File: src/rtl/pe_group_scheduler_pkg.sv
// Shared types and default layer dimensions for the PE group scheduler.
package pe_sched_pkg;

    localparam int PE_COUNT_DEF    = 3;
    localparam int FILT_GROUPS_DEF = 4;
    localparam int IF_GROUPS_DEF   = 2;

    typedef enum logic [2:0] {
        IDLE,
        INIT,
        LOAD,
        DISPATCH,
        WAIT,
        ADVANCE,
        DONE
    } sched_state_t;

endpackage

File: src/rtl/pe_group_scheduler_if.sv
// Handshake and control bundle between the scheduler (master) and the
// layer controller / PE array datapath (slave).
interface pe_group_scheduler_if #(
    parameter int PE_COUNT = 3,
    parameter int FG_W     = 3,
    parameter int IG_W     = 2
);
    logic                start;
    logic                if_ack;
    logic [PE_COUNT-1:0] pe_done;
    logic                rst_dp;
    logic                ifwen;
    logic                sel_addr;
    logic [PE_COUNT-1:0] start_pe;
    logic                mod;
    logic [FG_W-1:0]     filt_grp;
    logic [IG_W-1:0]     if_grp;
    logic                busy;
    logic                done_all;

    modport master (
        input  start, if_ack, pe_done,
        output rst_dp, ifwen, sel_addr, start_pe, mod, filt_grp, if_grp, busy, done_all
    );

    modport slave (
        output start, if_ack, pe_done,
        input  rst_dp, ifwen, sel_addr, start_pe, mod, filt_grp, if_grp, busy, done_all
    );
endinterface

File: src/rtl/pe_group_scheduler_onehot_ring.sv
// Rotating one-hot pointer; wrap flags the step that leaves the top bit.
module onehot_ring #(
    parameter int WIDTH = 3
) (
    input  logic             clk,
    input  logic             rst,
    input  logic             en,
    input  logic             clr,
    output logic [WIDTH-1:0] q,
    output logic             wrap
);
    localparam logic [WIDTH-1:0] FIRST = WIDTH'(1);

    // NOTE: clocked processes use <= so every register samples pre-edge values.
    always_ff @(posedge clk or negedge rst) begin
        if (!rst) begin
            q <= FIRST;
        end else if (clr) begin
            q <= FIRST;
        end else if (en) begin
            q <= (q << 1) | (q >> (WIDTH - 1));
        end
    end

    assign wrap = en && q[WIDTH-1];
endmodule

File: src/rtl/pe_group_scheduler.sv
// Walks the PE array through every (ifmap group, filter group) pair of a layer.
// Optional SCHED_PERF_CNT_EN adds a saturating LOAD/WAIT stall counter port.
module pe_group_scheduler
    import pe_sched_pkg::*;
#(
    parameter int PE_COUNT    = PE_COUNT_DEF,
    parameter int FILT_GROUPS = FILT_GROUPS_DEF,
    parameter int IF_GROUPS   = IF_GROUPS_DEF,
    parameter int FG_W        = $clog2(FILT_GROUPS) + 1,
    parameter int IG_W        = $clog2(IF_GROUPS) + 1
) (
    input  logic                  clk,
    input  logic                  rst,
    pe_group_scheduler_if.master  bus
`ifdef SCHED_PERF_CNT_EN
    ,
    output logic [31:0]           stall_cycles
`endif
);
    localparam logic [FG_W-1:0] FG_LAST = FG_W'(FILT_GROUPS - 1);
    localparam logic [IG_W-1:0] IG_LAST = IG_W'(IF_GROUPS - 1);

    sched_state_t        state, state_nx;
    logic [FG_W-1:0]     filt_grp_q;
    logic [IG_W-1:0]     if_grp_q;
    logic [PE_COUNT-1:0] done_mask;
    logic [PE_COUNT-1:0] ptr;
    logic                ptr_wrap;
    logic                mask_clr;
    logic                mask_full;
    logic                fg_more;

    onehot_ring #(.WIDTH(PE_COUNT)) u_ring (
        .clk  (clk),
        .rst  (rst),
        .en   (state == DISPATCH),
        .clr  (state == INIT),
        .q    (ptr),
        .wrap (ptr_wrap)
    );

    assign fg_more = (filt_grp_q < FG_LAST);

    // Mask clears on every entry into DISPATCH; decoded from state and inputs
    // rather than state_nx to keep the WAIT exit free of a combinational loop.
    assign mask_clr  = ((state == LOAD) && bus.if_ack) || ((state == ADVANCE) && fg_more);
    assign mask_full = &(done_mask | bus.pe_done);

    always_ff @(posedge clk or negedge rst) begin
        if (!rst) begin
            state <= IDLE;
        end else begin
            state <= state_nx;
        end
    end

    always_comb begin
        state_nx = state;
        unique case (state)
            IDLE:     if (bus.start) state_nx = INIT;
            INIT:     state_nx = LOAD;
            LOAD:     if (bus.if_ack) state_nx = DISPATCH;
            DISPATCH: if (ptr_wrap) state_nx = WAIT;
            WAIT:     if (mask_full) state_nx = ADVANCE;
            ADVANCE: begin
                if (fg_more)                  state_nx = DISPATCH;
                else if (if_grp_q < IG_LAST)  state_nx = LOAD;
                else                          state_nx = DONE;
            end
            DONE:     state_nx = IDLE;
            default:  state_nx = IDLE;
        endcase
    end

    // NOTE: every output gets a default before the case so no path infers a latch.
    always_comb begin
        bus.rst_dp   = 1'b0;
        bus.ifwen    = 1'b0;
        bus.sel_addr = 1'b0;
        bus.start_pe = '0;
        bus.busy     = 1'b1;
        bus.done_all = 1'b0;
        unique case (state)
            IDLE:     bus.busy = 1'b0;
            INIT:     bus.rst_dp = 1'b1;
            LOAD:     bus.ifwen = 1'b1;
            DISPATCH: begin
                bus.sel_addr = 1'b1;
                bus.start_pe = ptr;
            end
            WAIT:     bus.sel_addr = 1'b1;
            DONE:     bus.done_all = 1'b1;
            default:  ;
        endcase
    end

    always_ff @(posedge clk or negedge rst) begin
        if (!rst) begin
            filt_grp_q <= '0;
            if_grp_q   <= '0;
        end else if (state == INIT) begin
            filt_grp_q <= '0;
            if_grp_q   <= '0;
        end else if (state == ADVANCE) begin
            if (fg_more) begin
                filt_grp_q <= filt_grp_q + FG_W'(1);
            end else begin
                filt_grp_q <= '0;
                if (if_grp_q < IG_LAST) if_grp_q <= if_grp_q + IG_W'(1);
            end
        end
    end

    // A completion landing on the clear cycle is kept: set wins over clear.
    always_ff @(posedge clk or negedge rst) begin
        if (!rst) begin
            done_mask <= '0;
        end else begin
            done_mask <= (mask_clr ? '0 : done_mask) | bus.pe_done;
        end
    end

    // Gated by busy so the whole output set is quiet while idle or in reset.
    assign bus.mod      = (state != IDLE) && (filt_grp_q == '0);
    assign bus.filt_grp = filt_grp_q;
    assign bus.if_grp   = if_grp_q;

`ifdef SCHED_PERF_CNT_EN
    always_ff @(posedge clk or negedge rst) begin
        if (!rst) begin
            stall_cycles <= '0;
        end else if (state == INIT) begin
            stall_cycles <= '0;
        end else if (((state == LOAD) || (state == WAIT)) && (stall_cycles != '1)) begin
            stall_cycles <= stall_cycles + 32'd1;
        end
    end
`endif
endmodule

File: src/flat_wrapper.sv
// flat-port wrapper written by rule: the top's interface ports become plain ports
module pe_group_scheduler_flat import pe_sched_pkg::*;
#(
    parameter int PE_COUNT    = PE_COUNT_DEF,
    parameter int FILT_GROUPS = FILT_GROUPS_DEF,
    parameter int IF_GROUPS   = IF_GROUPS_DEF,
    parameter int FG_W        = $clog2(FILT_GROUPS) + 1,
    parameter int IG_W        = $clog2(IF_GROUPS) + 1
)
  (clk, rst, bus_start, bus_if_ack, bus_pe_done, bus_rst_dp, bus_ifwen, bus_sel_addr, bus_start_pe, bus_mod, bus_filt_grp, bus_if_grp, bus_busy, bus_done_all);
  pe_group_scheduler_if #(.PE_COUNT(PE_COUNT), .FG_W(FG_W), .IG_W(IG_W)) bus_i ();
  input  logic clk;
  input  logic rst;
  input wire logic [$bits(bus_i.start)-1:0] bus_start;
  input wire logic [$bits(bus_i.if_ack)-1:0] bus_if_ack;
  input wire logic [$bits(bus_i.pe_done)-1:0] bus_pe_done;
  output wire logic [$bits(bus_i.rst_dp)-1:0] bus_rst_dp;
  output wire logic [$bits(bus_i.ifwen)-1:0] bus_ifwen;
  output wire logic [$bits(bus_i.sel_addr)-1:0] bus_sel_addr;
  output wire logic [$bits(bus_i.start_pe)-1:0] bus_start_pe;
  output wire logic [$bits(bus_i.mod)-1:0] bus_mod;
  output wire logic [$bits(bus_i.filt_grp)-1:0] bus_filt_grp;
  output wire logic [$bits(bus_i.if_grp)-1:0] bus_if_grp;
  output wire logic [$bits(bus_i.busy)-1:0] bus_busy;
  output wire logic [$bits(bus_i.done_all)-1:0] bus_done_all;
  assign bus_i.start = bus_start;
  assign bus_i.if_ack = bus_if_ack;
  assign bus_i.pe_done = bus_pe_done;
  assign bus_rst_dp = bus_i.rst_dp;
  assign bus_ifwen = bus_i.ifwen;
  assign bus_sel_addr = bus_i.sel_addr;
  assign bus_start_pe = bus_i.start_pe;
  assign bus_mod = bus_i.mod;
  assign bus_filt_grp = bus_i.filt_grp;
  assign bus_if_grp = bus_i.if_grp;
  assign bus_busy = bus_i.busy;
  assign bus_done_all = bus_i.done_all;
  pe_group_scheduler #(.PE_COUNT(PE_COUNT), .FILT_GROUPS(FILT_GROUPS), .IF_GROUPS(IF_GROUPS), .FG_W(FG_W), .IG_W(IG_W)) u_core (.clk(clk), .rst(rst), .bus(bus_i));
endmodule
File: config.mk
export PLATFORM = sky130hd
export DESIGN_NAME = pe_group_scheduler_flat
export DESIGN_NICKNAME = d
export VERILOG_FILES = /design/src/rtl/pe_group_scheduler_pkg.sv /design/src/rtl/pe_group_scheduler_if.sv /design/src/rtl/pe_group_scheduler_onehot_ring.sv /design/src/rtl/pe_group_scheduler.sv /design/src/flat_wrapper.sv
export SDC_FILE = /design/constraint.sdc
export NUM_CORES = 1
export LEC_CHECK = 0
export BUFFER_PORTS_ARGS = -buffer_cell sky130_fd_sc_hd__buf_4
export CAP_MARGIN = 20
export CORE_MARGIN = 1.5
export CORE_UTILIZATION = 45
export CTS_CLUSTER_SIZE = 30
export DETAILED_ROUTE_END_ITERATION = 8
export PLACE_DENSITY = 0.72
export SLEW_MARGIN = 10
export SYNTH_ARGS = -nofsm -noshare
export SYNTH_HDL_FRONTEND = slang
export SYNTH_HIERARCHICAL = 1
export SYNTH_SLANG_ARGS = --single-unit
File: constraint.sdc
create_clock -name clk -period 1.65 [get_ports clk]
set_input_delay 0 -clock clk [delete_from_list [all_inputs] [get_ports clk]]
set_output_delay 0 -clock clk [all_outputs]
set_load 0.02 [all_outputs]
### Word level (Yosys, flattened, before mapping)

Cells that the tools add are included.

| word-level totals | value |
|---|---|
| output and inout bits | 14 |
| register bits | 14 |
| input bits | 7 |

| operators by class | value |
|---|---|
| multiplexer cells | 23 |
| reductions and logical operators | 15 |
| $add $sub $neg | 2 |
| bitwise gates (word level) | 3 |
| $lt $le $gt $ge | 2 |
| equality and inequality tests | 11 |

Operators by type and width:

| kind | number |
|---|---|
| $mux W3 | 13 |
| $pmux W3 S6 | 1 |
| $eq A3 B3 Y1 const B | 3 |
| $mux W2 | 4 |
| $eq A3 B2 Y1 const B | 2 |
| $logic_not A3 Y1 | 2 |
| $ne A2 B2 Y1 const B | 3 |
| $or A3 B3 Y3 | 2 |
| $reduce_and A3 Y1 | 2 |
| $reduce_bool A2 Y1 | 3 |
| $mux W1 | 5 |
| $logic_and A1 B1 Y1 | 4 |
| $ne A2 B1 Y1 const B | 2 |
| $reduce_and A4 Y1 | 1 |
| $add A3 B1 Y3 const B | 1 |
| $eq A3 B1 Y1 const B | 1 |
| $lt A3 B2 Y1 const B | 1 |
| $or A3 B1 Y3 | 1 |
| $reduce_bool A3 Y1 | 1 |
| $add A2 B1 Y2 const B | 1 |
| $lt A2 B1 Y1 const B | 1 |
| $reduce_or A2 Y1 | 1 |
| $logic_or A1 B1 Y1 | 1 |

### Longest topological paths before layout

Gate-level depths: netlist of the first run.

| depth | value |
|---|---|
| word-level depth | 5 |
| gate-level depth with buffers | 8 |
| mapped depth without buffers | 7 |

### Modules after synthesis

The synthesis of the first run kept the hierarchy.

Modules (own cells, without submodules):

| module | instances | cells an instance | area each (um2) |
|---|---|---|---|
| pe_group_scheduler | 1 | 69 | 678.2 |
| onehot_ring | 1 | 10 | 125.1 |

### Least setup slack after synthesis of the first run

OpenSTA, ideal clock, no wires.

| timing | value |
|---|---|
| kind | register to register |
| from | register u_core.state[0] |
| to | register u_core.state[0] |
| stages on the path, launching flop included | 9 |
| slack | 56 ps |
| data arrival time | 1493 ps |
| library setup time | 101 ps |
| path buffers | 1 |
| path through | dfrtp_1 > buf_2 > inv_1 > nor2_1 > and2_4 > nand2_1 > a31oi_1 > nor2_1 > o32ai_1 |

| between the ends | value |
|---|---|
| cells in the longest elaborated chain, start to end | 4 |
| elaborated cells between the ends (all ways) | 13 |
| those cells by class | eq/ne: 9; mux: 1; reduce/logical: 3 |

Ends and longest elaborated chain:

| element | line | source |
|---|---|---|
| from (decl) | pe_group_scheduler.sv:23 | `sched_state_t state, state_nx;` |
| from (signal assigned) | pe_group_scheduler.sv:53 | `state <= state_nx;` |
| $eq A3 B2 Y1 | pe_group_scheduler.sv:36 | `.en (state == DISPATCH),` |
| $logic_and A1 B1 Y1 | pe_group_scheduler_onehot_ring.sv:25 | `assign wrap = en && q[WIDTH-1];` |
| via u_core.ptr_wrap | pe_group_scheduler.sv:28 | `logic ptr_wrap;` |
| $ne A2 B1 Y1 (no source line) | -- |  |
| $reduce_and A4 Y1 (no source line) | -- |  |

The timed path passes the listed nets, and every way through them passes these cells.
A chain may end at the register's enable or synchronous reset.

### Worst setup path after layout of the first run

| timing | value |
|---|---|
| from | register u_core.state[1] |
| to | register u_core.state[0] |

Same word-level chain as after synthesis.

==> flow_metrics.tcl, run 1 <==
set metrics [dict create \
    outcome "finished, final reports clean" \
    n_antenna_cell 0 \
    tightestPinTransition_ns 0.281 \
    reg2reg_slack_ns 0.16 \
    ys_seq_elements 14 \
    slew_viol_final 0 \
    dr.pass1.iters 4 \
    final_nets 119 \
    worstRegToRegCells 7 \
    synth_top_area_share_pct 40.5 \
    die_y_um 45.3 \
    worstPathArrival_ns 1.66 \
    grt_usage_pct 18.8 \
    regArea_um2 352 \
    ant_nets 0 \
    synth.distinct_cells 33 \
    finalClockSkew_ns 0.00551 \
    clock-root-buffer "clkbuf_4" \
    ir_worst_vdd_uv 799 \
    pwr_density_cell_nw_per_um2 1430 \
    worstSetupPathType "flip-flop to flip-flop" \
    clk_pin_slew_ns 0.09 \
    finalSetupTns_ns 0 \
    nFillCells 158 \
    hold_viol_final 0 \
    layout_commonest_cell "buf_4" \
    cts_made_buffers 3 \
    cap_viol_max_count 0 \
    vias 689 \
    clock_path_buffers 2 \
    yosysSeqAreaShare_pct 43.8 \
    cts_sinks 14 \
    drc 0 \
    ios 21 \
    multiInputGateArea_um2 412 \
    fmax_mhz 669 \
    cts-resized-gates 0 \
    power_leakage_nw 0.545 \
    dp_hpwl_um 1220 \
    syn_nets 89 \
    start_kind "flip-flop" \
    wl_per_cell_um 12.2 \
    core-area_um2 1710 \
    maxSlewHeadroom_pct 81.2 \
    total_power_mw 1.52 \
    htreeDepth 1 \
    final_cell_mix "buf_4 (24), dfrtp_1 (13), nor2_1 (7)" \
    gp_congestion 0.820 \
    avgSynthCellArea_um2 10.2 \
    critPathMaxFanout 8 \
    reg2reg_from "u_core/state[1]$_DFFE_PN0P_" \
    yosys.area.top_type "dfrtp_1" \
    wl_um 1630 \
    io_buffers 20 \
    num_rows 15 \
    netlist_instances 79 \
    end_kind "flip-flop" \
    first_iter_violations 21 \
    grt_pass1_vias 648 \
    setup_viol 0 \
    cp.required_ns 1.82 \
    min_path_type "primary input to asynchronous set/reset pin" \
    dieArea_um2 2050 \
    fin_crit_sh_pct 90.6 \
    rsz0062_at_grt "no" \
    cts_tree "done" \
    die_w_um 45.3 \
    grt_pass1_wl_um 2790 \
    drive_above_1_share_pct 31.5 \
    cts_setup_buffers 0 \
    reg2reg_to "u_core/state[0]$_DFFE_PN0P_" \
    ys_warn_count 6 \
    clock_latency_ns 0.28 \
    grt_start_max_net_pins 15 \
    grt_overflow_total 0 \
    start_util_pct 47.0 \
    synth_area_um2 803 \
    via_per_inst 5.18 \
    area_growth_pct 32.4 \
    synthTopCellsByArea "dfrtp_1 (40%), ha_1 (4.7%), a22o_1 (4.4%), mux2i_1 (3.7%), a21o_1 (3.7%)" \
    antenna_found_initial 0 \
    period_minus_slack_ns 1.49 \
]
-- metal layers --
layer  global-route usage, %  share of wire (%)  up-vias
met5                       0                  0        -
met4                    8.82               0.74        0
met3                    2.40                3.8        2
met2                    30.6                 50       16
met1                    24.7                 46      333
li1                        -                  -      338
-- cells in the mapped netlist, drive strengths merged --
cell type,count
dfstp,1
or3,1
nand2b,5
a221o,1
buf,3
o22ai,1
a22o,4
a21o,4
o32ai,1
nand3b,2
nor3b,1
a21oi,4
nand4bb,1
o21ai,3
a31oi,1
mux2i,3
and2,4
mux2,1
nor3,1
and3b,1
and3,1
ha,3
nand2,3
nor2,8
dfrtp,13
a211o,1
o211a,1
inv,6
-- final cells by class --
class	instances	area share (%)
clock buffers	4	2.47
repair buffers	28	20.7
inverters	6	2.12
multi-input cells	56	38.7
flip-flops and latches	14	33.1
well taps	25	2.94
-- timing repair --
item | in CTS | in global routing
hold endpoints to repair | 17 | 0
hold buffers | 4 | 0
endpoints found under the setup margin | 0 | 0
-- cell families after synthesis --
group | after synthesis | share of synthesized area [%]
AO/OA/AOI/OAI | 21 | 19.2
adder cells (fa/ha/maj) | 3 | 4.67
buffers and inverters | 9 | 4.98
flip-flops | 14 | 43.8
multiplexers | 4 | 5.61
AND/OR/NAND/NOR | 28 | 21.8
-- worst max-delay path, cell delays in order, from the launching register on --
cell and delay, ns:
dfrtp_1 0.44, nand2b_1 0.12, nor2_1 0.18, and2_4 0.19, nand2_1 0.09, a31oi_1 0.19
nor2_1 0.07, o32ai_1 0.12
-- per-stage QoR --
step	utilization, %	area (µm²)	std cells	setup WS (ns)	hold WS, ns
2_1_floorplan	-	803	79	0.0560	-0.296
3_3_place_gp	58.4	997	125	0.242	-0.137
3_5_place_dp	58.4	997	125	0.236	-0.142
4_1_cts	62.3	1060	133	0.161	0.101
5_1_grt	62.3	1060	133	0.0576	0.117
6_report	62.3	1060	133	0.156	0.0984
-- report_power, final --
| part | switching (mW) | internal (mW) |
|---|---|---|
| combinational | 0.418 | 0.377 |
| clock | 0.108 | 0.0936 |
| sequential | 0.0798 | 0.439 |
| total | 0.606 | 0.909 |
-- worst max-delay path by stage --
stage | start | cells past startpoint | end | slack, ns
finish | u_core/state[1]$_DFFE_PN0P_ | 7 | u_core/state[0]$_DFFE_PN0P_ | 0.16
global route | u_core/state[1]$_DFFE_PN0P_ | 7 | u_core/state[0]$_DFFE_PN0P_ | 0.06
CTS | u_core/state[2]$_DFFE_PN0P_ | 4 | bus_mod | 0.16
detailed placement | u_core/bus.filt_grp[0]$_DFFE_PN0P_ | 4 | u_core/bus.if_grp[0]$_DFFE_PN0P_ | 0.24
global placement | u_core/bus.filt_grp[0]$_DFFE_PN0P_ | 4 | u_core/bus.if_grp[0]$_DFFE_PN0P_ | 0.24
floorplan | u_core/state[0]$_DFFE_PN0P_ | 8 | u_core/state[0]$_DFFE_PN0P_ | 0.06
-- state kept, by name (all words and copies together), names as in the netlist --
register             count
u_core/bus.filt_grp      3
u_core/u_ring/q          3
u_core/done_mask         3
u_core/bus.if_grp        2
u_core/state             3
Note: power is estimated with default switching activity, not from simulation.
==> run 2, diff against run 1 <==
- SETUP_SLACK_MARGIN: default -> 0.2
==> run 2 against run 1 <==
Die area is the same; sequential power is 4.2% higher; via count is 5.4% higher; critical endpoint is now bus_mod; clock skew shrank 0.0025 ns; count of clock-buffer cells in the layout unchanged; sequential cell count stayed put; design area up 13%; first-iteration DRC count decreased by 48%.
==> flow_metrics.tcl, run 2 (synthesized netlist as in run 1, its figures left out) <==
set metrics [dict create \
    worstSetupPathType "flip-flop to output port" \
    area_growth_pct 49.2 \
    slew_viol_final 0 \
    nFillCells 132 \
    dieArea_um2 2050 \
    fmax_mhz 684 \
    clock_path_buffers 2 \
    power_leakage_nw 0.590 \
    cts_sinks 14 \
    core-area_um2 1710 \
    end_kind "output port" \
    vias 726 \
    num_rows 15 \
    tightestPinTransition_ns 0.248 \
    layout_commonest_cell "buf_4" \
    post-route-cell-area_um2 1200 \
    dr.pass1.iters 4 \
    die_w_um 45.3 \
    ir_worst_vdd_uv 907 \
    outcome "finished, final reports clean" \
    clk_pin_slew_ns 0.09 \
    setup_viol 0 \
    cap_viol_max_count 0 \
    clock-root-buffer "clkbuf_4" \
    drive_above_1_share_pct 46.1 \
    place_area_um2 1000 \
    rsz0062_at_grt "yes" \
    wl_per_cell_um 14.3 \
    clock_latency_ns 0.27 \
    met1_usage_pct 25.4 \
    finalClockSkew_ns 0.00304 \
    final_nets 126 \
    antenna_found_initial 0 \
    start_util_pct 47.0 \
    io_buffers 20 \
    ios 21 \
    maxSlewHeadroom_pct 83.5 \
    grt_start_max_net_pins 15 \
    cts_tree "done" \
    grt_pass1_vias 710 \
    fin_crit_sh_pct 88.6 \
    fin_util_pct 70.2 \
    period_minus_slack_ns 1.46 \
    first_iter_violations 11 \
    dp_hpwl_um 1270 \
    gp_congestion 0.774 \
    ant_nets 0 \
    htreeDepth 1 \
    min_path_type "primary input to asynchronous set/reset pin" \
    wl_um 2010 \
    via_per_inst 5.19 \
    start_kind "flip-flop" \
    busiest_layer "met2" \
    die_y_um 45.3 \
    cp.required_ns 1.65 \
    final_cell_mix "buf_4 (25), dfrtp_1 (8), buf_6 (6), inv_1 (6)" \
    hold_viol_final 0 \
    pwr_density_cell_nw_per_um2 1450 \
    worstPathArrival_ns 1.46 \
    whs_ns 0.104 \
    total_power_mw 1.74 \
    grt_usage_pct 20.7 \
    n_antenna_cell 0 \
    cts_made_buffers 3 \
    grt_overflow_total 0 \
    use_met2_pct 35.1 \
    grt_pass1_wl_um 3000 \
    finalSetupTns_ns 0 \
    drc 0 \
    grt_use_met3_pct 4.40 \
    critPathMaxFanout 3 \
]
## run 2: cell count changes in the layout (fill, tap and decap cells not counted), moves of 2 or more
cell     delta
nor2_4      +2
dfrtp_2     +5
buf_6       +6
nor2_1      -2
dfrtp_1     -5
## run 2: final timing paths
| check | from | to | slack, ns | depth (start not counted) |
|---|---|---|---|---|
| min in group clk | bus_if_ack | u_core/done_mask[1]$_DFF_PN0_ | 0.11 | 3 |
| min | rst | u_core/bus.if_grp[1]$_DFFE_PN0P_ | 0.10 | 2 |
| min reg2reg | u_core/done_mask[1]$_DFF_PN0_ | u_core/done_mask[1]$_DFF_PN0_ | 0.48 | 1 |
| max reg2reg | u_core/state[2]$_DFFE_PN0P_ | u_core/state[0]$_DFFE_PN0P_ | 0.25 | 5 |
| max in group asynchronous | rst | u_core/u_ring/q[0]$_DFFE_PN1P_ | 1.31 | 2 |
| max | u_core/state[2]$_DFFE_PN0P_ | bus_mod | 0.19 | 4 |
## run 2: layout make-up
| class | instances | area, µm² | share of cell area, % |
|---|---|---|---|
| Sequential cell | 14 | 358 | 29.9 |
| Clock buffer | 4 | 36.3 | 3.03 |
| Timing Repair Buffer | 35 | 295 | 24.6 |
| Multi-Input combinational cell | 56 | 455 | 38.0 |
| Tap cell | 25 | 31.3 | 2.61 |
| Inverter | 6 | 22.5 | 1.88 |
## run 2: critical path, stage by stage, from the launching register on
cell and delay [ns]:
dfrtp_2 0.43, buf_6 0.13, or3_4 0.32, and3b_1 0.18, buf_6 0.13
## run 2: through the flow
stage          setup WS, ns  instances
2_1_floorplan         0.217         79
3_3_place_gp          0.218        125
3_5_place_dp          0.109        125
4_1_cts               0.195        140
5_1_grt               0.150        140
6_report              0.189        140
## run 2: per-layer routing
| metal | routed length, µm | share of wire, % |
|---|---|---|
| met1 | 855 | 43 |
| met4 | 68 | 3.4 |
| met3 | 66 | 3.3 |
| met5 | 0 | 0 |
| met2 | 1020 | 51 |
## run 2: power breakdown
| part | internal, mW | switching [mW] | total, mW |
|---|---|---|---|
| Clock | 0.134 | 0.113 | 0.247 |
| Sequential | 0.446 | 0.0956 | 0.541 |
| Combinational | 0.472 | 0.481 | 0.952 |
## run 2: timing repair
item | CTS | global route
pin swaps | 0 | 1
resized for setup | 6 | 12
endpoints found under the setup margin | 7 | 13
hold endpoints to repair | 17 | 0
buffers inserted | 7 | 0
gates cloned | 0 | 0
hold buffers | 4 | 0
